**config.mk**
```make
export PLATFORM = sky130hd
export DESIGN_NAME = mpi_reg_target_flat
export DESIGN_NICKNAME = d
export VERILOG_FILES = /design/src/rtl/mpi_pkg.sv /design/src/rtl/mpi_reg_target_if.sv /design/src/rtl/mpi_edge_det.sv /design/src/rtl/mpi_reg_target.sv /design/src/flat_wrapper.sv
export SDC_FILE = /design/constraint.sdc
export NUM_CORES = 1
export LEC_CHECK = 0
export CORE_MARGIN = 2
export CORE_UTILIZATION = 30
export CTS_CLUSTER_DIAMETER = 60
export CTS_CLUSTER_SIZE = 10
export DETAILED_ROUTE_END_ITERATION = 8
export GPL_ROUTABILITY_DRIVEN = 0
export SLEW_MARGIN = 40
export SYNTH_ARGS = -nofsm -noshare
export SYNTH_HDL_FRONTEND = slang
export SYNTH_SLANG_ARGS = --single-unit
```
**constraint.sdc**
```tcl
create_clock -name pin_clk -period 5.2 [get_ports pin_clk]
set_input_delay 1.04 -clock pin_clk [delete_from_list [all_inputs] [get_ports pin_clk]]
set_output_delay 1.04 -clock pin_clk [all_outputs]
set_load 0.05 [all_outputs]
```
**src/rtl/mpi_pkg.sv**
```systemverilog
// Shared MPI (K1801VM1 Q-bus) definitions for bus targets and the initiator model.
package mpi_pkg;

  typedef enum logic [2:0] {
    ST_IDLE,
    ST_ADDR,
    ST_WAIT,
    ST_REPLY,
    ST_DONE
  } mpi_state_e;

  typedef logic [1:0] mpi_lanes_t;
  localparam mpi_lanes_t LANE_LO   = 2'b01;
  localparam mpi_lanes_t LANE_HI   = 2'b10;
  localparam mpi_lanes_t LANE_WORD = 2'b11;

  // AD lines are active low; the same inversion maps bus level <-> logical word.
  function automatic logic [15:0] bus_inv(input logic [15:0] v);
    return ~v;
  endfunction

  function automatic mpi_lanes_t byte_lanes(input logic byte_op, input logic a0);
    if (!byte_op) return LANE_WORD;
    return a0 ? LANE_HI : LANE_LO;
  endfunction

  function automatic logic [15:0] merge_lanes(input logic [15:0] cur,
                                              input logic [15:0] nxt,
                                              input mpi_lanes_t  lanes);
    return {lanes[1] ? nxt[15:8] : cur[15:8], lanes[0] ? nxt[7:0] : cur[7:0]};
  endfunction

endpackage

```
**src/rtl/mpi_reg_target_if.sv**
```systemverilog
// MPI bus signal bundle as seen at a device's pins (AD lines already split in/out).
interface mpi_reg_target_if;
  logic [15:0] pin_ad_in;
  logic [15:0] pin_ad_out;
  logic        pin_ad_oe;
  logic        pin_sync_n;
  logic        pin_din_n;
  logic        pin_dout_n;
  logic        pin_wtbt_n;
  logic        pin_iako_n;
  logic        pin_rply_n;

  modport slave (
    input  pin_ad_in, pin_sync_n, pin_din_n, pin_dout_n, pin_wtbt_n, pin_iako_n,
    output pin_ad_out, pin_ad_oe, pin_rply_n
  );

  modport master (
    output pin_ad_in, pin_sync_n, pin_din_n, pin_dout_n, pin_wtbt_n, pin_iako_n,
    input  pin_ad_out, pin_ad_oe, pin_rply_n
  );
endinterface

```
**src/rtl/mpi_edge_det.sv**
```systemverilog
// Registered previous value of a strobe with fall/rise pulses.
module mpi_edge_det (
  input  logic pin_clk,
  input  logic d,
  output logic fall,
  output logic rise
);
  logic prev_q;

  // Not reset: tracking the pin through INIT keeps a strobe held across reset from looking new.
  always_ff @(posedge pin_clk) begin
    prev_q <= d;
  end

  assign fall = prev_q & ~d;
  assign rise = ~prev_q & d;
endmodule

```
**src/rtl/mpi_reg_target.sv**
```systemverilog
// MPI register target: NREG word registers at BASE, answers DIN/DOUT with nRPLY after WAIT_ST clocks.
// state | meaning
// IDLE  | bus free or not addressed
// ADDR  | addressed, waiting for DIN or DOUT
// WAIT  | reply delay counting down
// REPLY | nRPLY asserted, read data driven / write committed on entry
// DONE  | strobe released, sync still low (DATIO may follow)
module mpi_reg_target
  import mpi_pkg::*;
#(
  parameter logic [15:0]     BASE    = 16'o177700,
  parameter int              NREG    = 4,
  parameter int              WAIT_ST = 1,
  parameter logic [NREG-1:0] RO_MASK = NREG'(1),
  parameter logic [15:0]     RST_VAL = 16'h0000
) (
  input  logic                 pin_clk,
  input  logic                 pin_init_n,
  mpi_reg_target_if.slave      bus,
  input  logic [16*NREG-1:0]   pin_reg_in,
  output logic [16*NREG-1:0]   pin_reg_q,
  output logic [NREG-1:0]      pin_reg_wr
);
  localparam int          AW         = $clog2(NREG);
  localparam int          IW         = (AW > 0) ? AW : 1;
  localparam logic [15:0] MATCH_MASK = 16'hFFFF << (AW + 1);

  mpi_state_e      state_q, state_d;
  logic [2:0]      cnt_q, cnt_d;
  logic            wr_q, wr_d;
  logic            enter_reply;
  logic [IW-1:0]   idx_q;
  logic            a0_q;
  logic [15:0]     rdata_q;
  logic [15:0]     regs_q [NREG];
  logic [15:0]     ro_src [NREG];
  logic [NREG-1:0] wr_pulse_q;
  logic [15:0]     ad_word;
  logic            hit, reply_oe, strobe_rise;
  logic            sync_fall, sync_rise, din_fall, din_rise, dout_fall, dout_rise;

  mpi_edge_det u_sync (.pin_clk(pin_clk), .d(bus.pin_sync_n), .fall(sync_fall), .rise(sync_rise));
  mpi_edge_det u_din  (.pin_clk(pin_clk), .d(bus.pin_din_n),  .fall(din_fall),  .rise(din_rise));
  mpi_edge_det u_dout (.pin_clk(pin_clk), .d(bus.pin_dout_n), .fall(dout_fall), .rise(dout_rise));

  for (genvar g = 0; g < NREG; g++) begin : g_slice
    assign ro_src[g]               = pin_reg_in[16*g +: 16];
    assign pin_reg_q[16*g +: 16]   = regs_q[g];
  end

  assign ad_word     = bus_inv(bus.pin_ad_in);
  assign hit         = (((ad_word ^ BASE) & MATCH_MASK) == 16'h0000) && bus.pin_iako_n;
  assign strobe_rise = wr_q ? dout_rise : din_rise;

  always_comb begin
    state_d     = state_q;
    cnt_d       = cnt_q;
    wr_d        = wr_q;
    enter_reply = 1'b0;
    // Outside IDLE, sync was low at every prior edge, so a rise means sync_n is now high.
    if (state_q != ST_IDLE && sync_rise) begin
      state_d = ST_IDLE;
    end else begin
      case (state_q)
        ST_IDLE:  if (sync_fall && hit) state_d = ST_ADDR;
        ST_ADDR: begin
          if (!bus.pin_din_n ^ !bus.pin_dout_n) begin
            state_d = ST_WAIT;
            cnt_d   = 3'(WAIT_ST);
            wr_d    = !bus.pin_dout_n;
          end
        end
        ST_WAIT: begin
          if (strobe_rise) begin
            state_d = ST_ADDR;
          end else if (cnt_q == 3'd0) begin
            state_d     = ST_REPLY;
            enter_reply = 1'b1;
          end else begin
            cnt_d = cnt_q - 3'd1;
          end
        end
        ST_REPLY: if (strobe_rise) state_d = ST_DONE;
        ST_DONE: begin
          if (din_fall ^ dout_fall) begin
            state_d = ST_WAIT;
            cnt_d   = 3'(WAIT_ST);
            wr_d    = dout_fall;
          end
        end
        default:  state_d = ST_IDLE;
      endcase
    end
  end

  always_ff @(posedge pin_clk) begin
    if (!pin_init_n) begin
      state_q    <= ST_IDLE;
      cnt_q      <= '0;
      wr_q       <= 1'b0;
      idx_q      <= '0;
      a0_q       <= 1'b0;
      rdata_q    <= '0;
      wr_pulse_q <= '0;
      for (int i = 0; i < NREG; i++) regs_q[i] <= RST_VAL;
    end else begin
      state_q    <= state_d;
      cnt_q      <= cnt_d;
      wr_q       <= wr_d;
      wr_pulse_q <= '0;
      if (state_q == ST_IDLE && sync_fall && hit) begin
        idx_q <= IW'(ad_word[15:1] & 15'(NREG - 1));
        a0_q  <= ad_word[0];
      end
      if (enter_reply) begin
        if (wr_q) begin
          wr_pulse_q[idx_q] <= 1'b1;
          if (!RO_MASK[idx_q])
            regs_q[idx_q] <= merge_lanes(regs_q[idx_q], ad_word, byte_lanes(!bus.pin_wtbt_n, a0_q));
        end else begin
          rdata_q <= RO_MASK[idx_q] ? ro_src[idx_q] : regs_q[idx_q];
        end
      end
    end
  end

  assign reply_oe       = (state_q == ST_REPLY) && !wr_q;
  assign bus.pin_rply_n = (state_q != ST_REPLY);
  assign bus.pin_ad_oe  = reply_oe;
  assign bus.pin_ad_out = reply_oe ? bus_inv(rdata_q) : 16'hFFFF;
  assign pin_reg_wr     = wr_pulse_q;
endmodule
```
**src/flat_wrapper.sv**
```systemverilog
// flat-port wrapper written by rule: the top's interface ports become plain ports
module mpi_reg_target_flat import mpi_pkg::*;
#(
  parameter logic [15:0]     BASE    = 16'o177700,
  parameter int              NREG    = 4,
  parameter int              WAIT_ST = 1,
  parameter logic [NREG-1:0] RO_MASK = NREG'(1),
  parameter logic [15:0]     RST_VAL = 16'h0000
)
  (pin_clk, pin_init_n, pin_reg_in, pin_reg_q, pin_reg_wr, bus_pin_ad_in, bus_pin_sync_n, bus_pin_din_n, bus_pin_dout_n, bus_pin_wtbt_n, bus_pin_iako_n, bus_pin_ad_out, bus_pin_ad_oe, bus_pin_rply_n);
  mpi_reg_target_if bus_i ();
  input  logic pin_clk;
  input  logic pin_init_n;
  input  logic [16*NREG-1:0] pin_reg_in;
  output logic [16*NREG-1:0] pin_reg_q;
  output logic [NREG-1:0] pin_reg_wr;
  input wire logic [$bits(bus_i.pin_ad_in)-1:0] bus_pin_ad_in;
  input wire logic [$bits(bus_i.pin_sync_n)-1:0] bus_pin_sync_n;
  input wire logic [$bits(bus_i.pin_din_n)-1:0] bus_pin_din_n;
  input wire logic [$bits(bus_i.pin_dout_n)-1:0] bus_pin_dout_n;
  input wire logic [$bits(bus_i.pin_wtbt_n)-1:0] bus_pin_wtbt_n;
  input wire logic [$bits(bus_i.pin_iako_n)-1:0] bus_pin_iako_n;
  output wire logic [$bits(bus_i.pin_ad_out)-1:0] bus_pin_ad_out;
  output wire logic [$bits(bus_i.pin_ad_oe)-1:0] bus_pin_ad_oe;
  output wire logic [$bits(bus_i.pin_rply_n)-1:0] bus_pin_rply_n;
  assign bus_i.pin_ad_in = bus_pin_ad_in;
  assign bus_i.pin_sync_n = bus_pin_sync_n;
  assign bus_i.pin_din_n = bus_pin_din_n;
  assign bus_i.pin_dout_n = bus_pin_dout_n;
  assign bus_i.pin_wtbt_n = bus_pin_wtbt_n;
  assign bus_i.pin_iako_n = bus_pin_iako_n;
  assign bus_pin_ad_out = bus_i.pin_ad_out;
  assign bus_pin_ad_oe = bus_i.pin_ad_oe;
  assign bus_pin_rply_n = bus_i.pin_rply_n;
  mpi_reg_target #(.BASE(BASE), .NREG(NREG), .WAIT_ST(WAIT_ST), .RO_MASK(RO_MASK), .RST_VAL(RST_VAL)) u_core (.pin_clk(pin_clk), .pin_init_n(pin_init_n), .bus(bus_i), .pin_reg_in(pin_reg_in), .pin_reg_q(pin_reg_q), .pin_reg_wr(pin_reg_wr));
endmodule
```
==> results.txt <==
- Worst setup path startpoint: u_core.state_q[0]
- Layout net count: 618
- The worst register-to-register path begins at u_core.state_q[1].
* Synth area leaders: edfxtp_1 43%, dfxtp_1 16%, mux4_2 8.1%
* Via count of the first global-routing pass: 3557
- The tree built by TritonCTS fans out to a little under 100 sinks.
- Summing all flip-flop and latch instances after layout gives 2620 um2.
- Antenna Cells: 0
- Post-synth design cell area: 4460 um2
* Worst hold path class: reg -> reg
* Commonest register cell after synthesis: edfxtp_1
- Die Height: 126 um
- Of the total power, combinational logic draws 0.138.
- The setup path with the least slack is of type reg -> out.
- FMAX: 0.261 GHz
* Hold violation count in the final report: 0
- Maximum root-to-sink buffer count: 2
- By area, the combinational part of the netlist is dominated by simple AND/OR/NAND/NOR gates.
* Met1 routing resource usage after global routing: 0.221
- Worst clock skew on the final layout: 0.00833 ns
- The initial utilization of the core area, before any placement, comes to 0.307.
- Once the clock tree was built, the resizer swapped 0 gates to a different size.
- Count of port buffers added during placement: 124
- The most critical setup path has its endpoint at bus_pin_ad_oe.
- In this run the mean area of a mapped cell was ~11 um2.
* Estimated wirelength of the detail-placed design: roughly 9.5 mm
* Worst endpoint data arrival time: 2.80 ns
- TritonCTS built the clock tree.
* Seq cells post-synth: a little under 100
* Sw Share: 0.268
* Placeable core area: 14500 um2
* Largest fanout on the critical path: 17
- STA classifies the critical path startpoint as a flip-flop.
- The initial antenna violation count came to 0.
- The endpoint identified for the worst register-to-register timing path is u_core.regs_q[2][10].
* Aggregate global routing overflow: 0
- Async set-reset flop share out of synthesis: 0
- For this run, design rule violations remaining after detail routing come to 0.
- The internal portion of the total power is about 1.4 mW.
- The worst path in the final design needs a cycle of 3.84 ns, including I/O delays and setup.
- Of the total synthesized cell area, the portion taken by AND, OR, NAND and NOR gates is 0.165.
* Post-CTS Setup Repair Bufs: 0
- The first global-routing pass estimated 20.2 mm of wire.
- Worst-case vdd ir drop: ~0.00019 V
- First DRT Iteration DRCs: 226
* Number of enable-type register cells in the synthesized netlist: 64
- Static leakage power: 2.20 nW
- Share of the synthesized netlist area taken by xor and xnor gates: 0.00393
* Die outline area: 15900 um2
- The top cell types in the final layout, fill and taps aside, are 124 x clkdlybuf4s50_1, 75 x nor2_1, 64 x edfxtp_1, 57 x nand2_1, 35 x o21ai_0.
* Number of buffers inserted by hold repair at cts: 0
* Post-placement setup slack: 1.44 ns
- Final setup fails: 0
* Post-synthesis sequential area ratio: 0.588
- Final clock period utilization by the worst path: 0.738
* GR Layer Usage met3: 0.0523
- Clock latency on the worst-skew pair: 0.36 ns
- CTS Buf Count: 9
- Of the total power, the clock network draws 0.385.
- In this run the remaining antenna-violating nets after routing total 0.
- Setup repair after global routing missed its margin: no
- After detailed routing, the number of vias per cell comes to between 4 and 5.
* Width of the chip: 126 um
- Slew @ Worst Pin: 0.824 ns
* Busiest layer in global routing: met2
- Cell type with the largest total area after synthesis: edfxtp_1
- Site Rows: 44
* Vias after detailed routing: 3568
- Share of Yosys cell area claimed by the top area cell type: 0.431
- Required time at the worst-slack endpoint: 4.16 ns
- Worst Min Path Start: u_core.cnt_q[0]
* Yosys warning count: 0
* Flop pwr share: 0.476
- Across every metal layer, demand over resource in global routing totals 0.169.
- Adder and majority gate portion of the synthesized area: 0.00561
* Most common cell after layout, fill and taps aside: clkdlybuf4s50_1
- Count of cells along the worst register-to-register path: 5
- The multi-input combinational cells in the finished layout cover a total of 1780 um2.
* Total number of H-tree levels: 3
- For this run, global-route usage on met2 was measured as 0.270.
- Area delta synth->final: 40.7%
- Overall routed net length: 13.3 mm
* Layout cell share with drive strength beyond 1: 0.110
* Wire per inst: 18.6 um
* # fillers: between 1000 and 1500
- Area fraction in compound gates after synthesis: 0.118
- Portion of netlist area occupied by mux cells: 0.0853
- The tree is rooted in a clkbuf_16.
* Power density over cell area: 295 nW/um2
- Setup TNS: 0 ns
* Final WS setup: approximately 1.4 ns
- For this design the total switching power over the nets is 495 uW.
- Result of the run: completed
- Count of cell types in the netlist: between 40 and 50
- For flop-to-flop paths, the worst setup slack is 2.15 ns.
- approximately 170 I/O pins were placed.
* CP Capture Type: output port
- Max-cap check violation count: 0
- After technology mapping, the gate count stands at 396.
- The max-slew violation count came to 0.
- Entering global routing, the biggest net connects 33 pins.
* Drt pass-1 iters: 5
- Worst slew margin: 0.447
- Clock transition at path regs: 0.07 ns
- Final hold slack: ~0.44 ns
synthesized netlist by cell type (5+ instances only):
cell type  instances
a211oi_1           5
a311oi_1          13
buf_2              8
clkbuf_1          13
dfxtp_1           35
edfxtp_1          64
inv_1              9
mux4_2            16
nand2_1           59
nand2b_1           5
nor2_1            77
o21ai_0           35
flip-flops by register name, indices dropped and copies added, names as in the netlist, named ones only:
name,flops
u_core.regs_q,64
u_core.cnt_q,3
u_core.pin_reg_wr,4
u_core.state_q,3
u_core.u_din.prev_q,1
u_core.idx_q,2
u_core.u_sync.prev_q,1
u_core.u_dout.prev_q,1
u_core.rdata_q,16
u_core.a0_q,1
u_core.wr_q,1
kinds of logic (layout without fill, tap and decap cells):
kind of cell / Yosys count / in the layout
buffers and inverters: 33 / 156
other: 1 / 16
adder cells (fa/ha/maj): 2 / 2
AND/OR/NAND/NOR: 167 / 167
AO/OA/AOI/OAI: 74 / 74
XOR/XNOR: 2 / 2
flip-flops: 99 / 99
multiplexers: 18 / 18
layer usage:
layer  part of all wire  up-vias
li1                   -     1696
met1               0.44     1733
met2               0.48      125
met3              0.067       14
met4              0.016        0
met5                  0        -
worst min-delay path by stage:
| stage | endpoint | cells after the start |
|---|---|---|
| finish | u_core.cnt_q[0] | 1 |
| global route | u_core.cnt_q[0] | 1 |
| CTS | u_core.cnt_q[0] | 1 |
| detailed placement | u_core.cnt_q[0] | 1 |
| global placement | u_core.cnt_q[0] | 1 |
| floorplan | u_core.cnt_q[0] | 1 |
per-stage QoR:
| step | cell area (um2) | instances | utilization | power [mW] |
|---|---|---|---|---|
| floorplan | 4520 | 411 | - | 1.05 |
| global placement | 5930 | 701 | 0.408 | 1.15 |
| detailed placement | 5960 | 702 | 0.410 | 1.15 |
| CTS | 6270 | 718 | 0.432 | 1.87 |
| global route | 6270 | 718 | 0.432 | 1.92 |
| finish | 6270 | 718 | 0.432 | 1.85 |
power groups by stage:
stage / logic [mW] / clock network [mW] / registers [mW]
floorplan: 0.0712 / 0 / 0.975
global route: 0.270 / 0.763 / 0.886
global placement: 0.252 / 0 / 0.899
CTS: 0.256 / 0.729 / 0.882
detailed placement: 0.255 / 0 / 0.900
finish: 0.256 / 0.714 / 0.882
area by class of cell:
type / count / share of cell area
timing repair buffer: 131 / 0.206
sequential: 99 / 0.418
multi-input combinational: 279 / 0.283
inverter: 9 / 0.00538
clock inverter: 6 / 0.0126
tap: 184 / 0.0367
clock buffer: 10 / 0.0381
worst max-delay path, stage by stage, from the launching register on:
cell,delay (ns)
dfxtp_1,0.56
nor2b_1,0.22
nand2_1,0.15
nor2_2,0.56
clkdlybuf4s50_1,0.93
(Power assumes the default switching activity.)
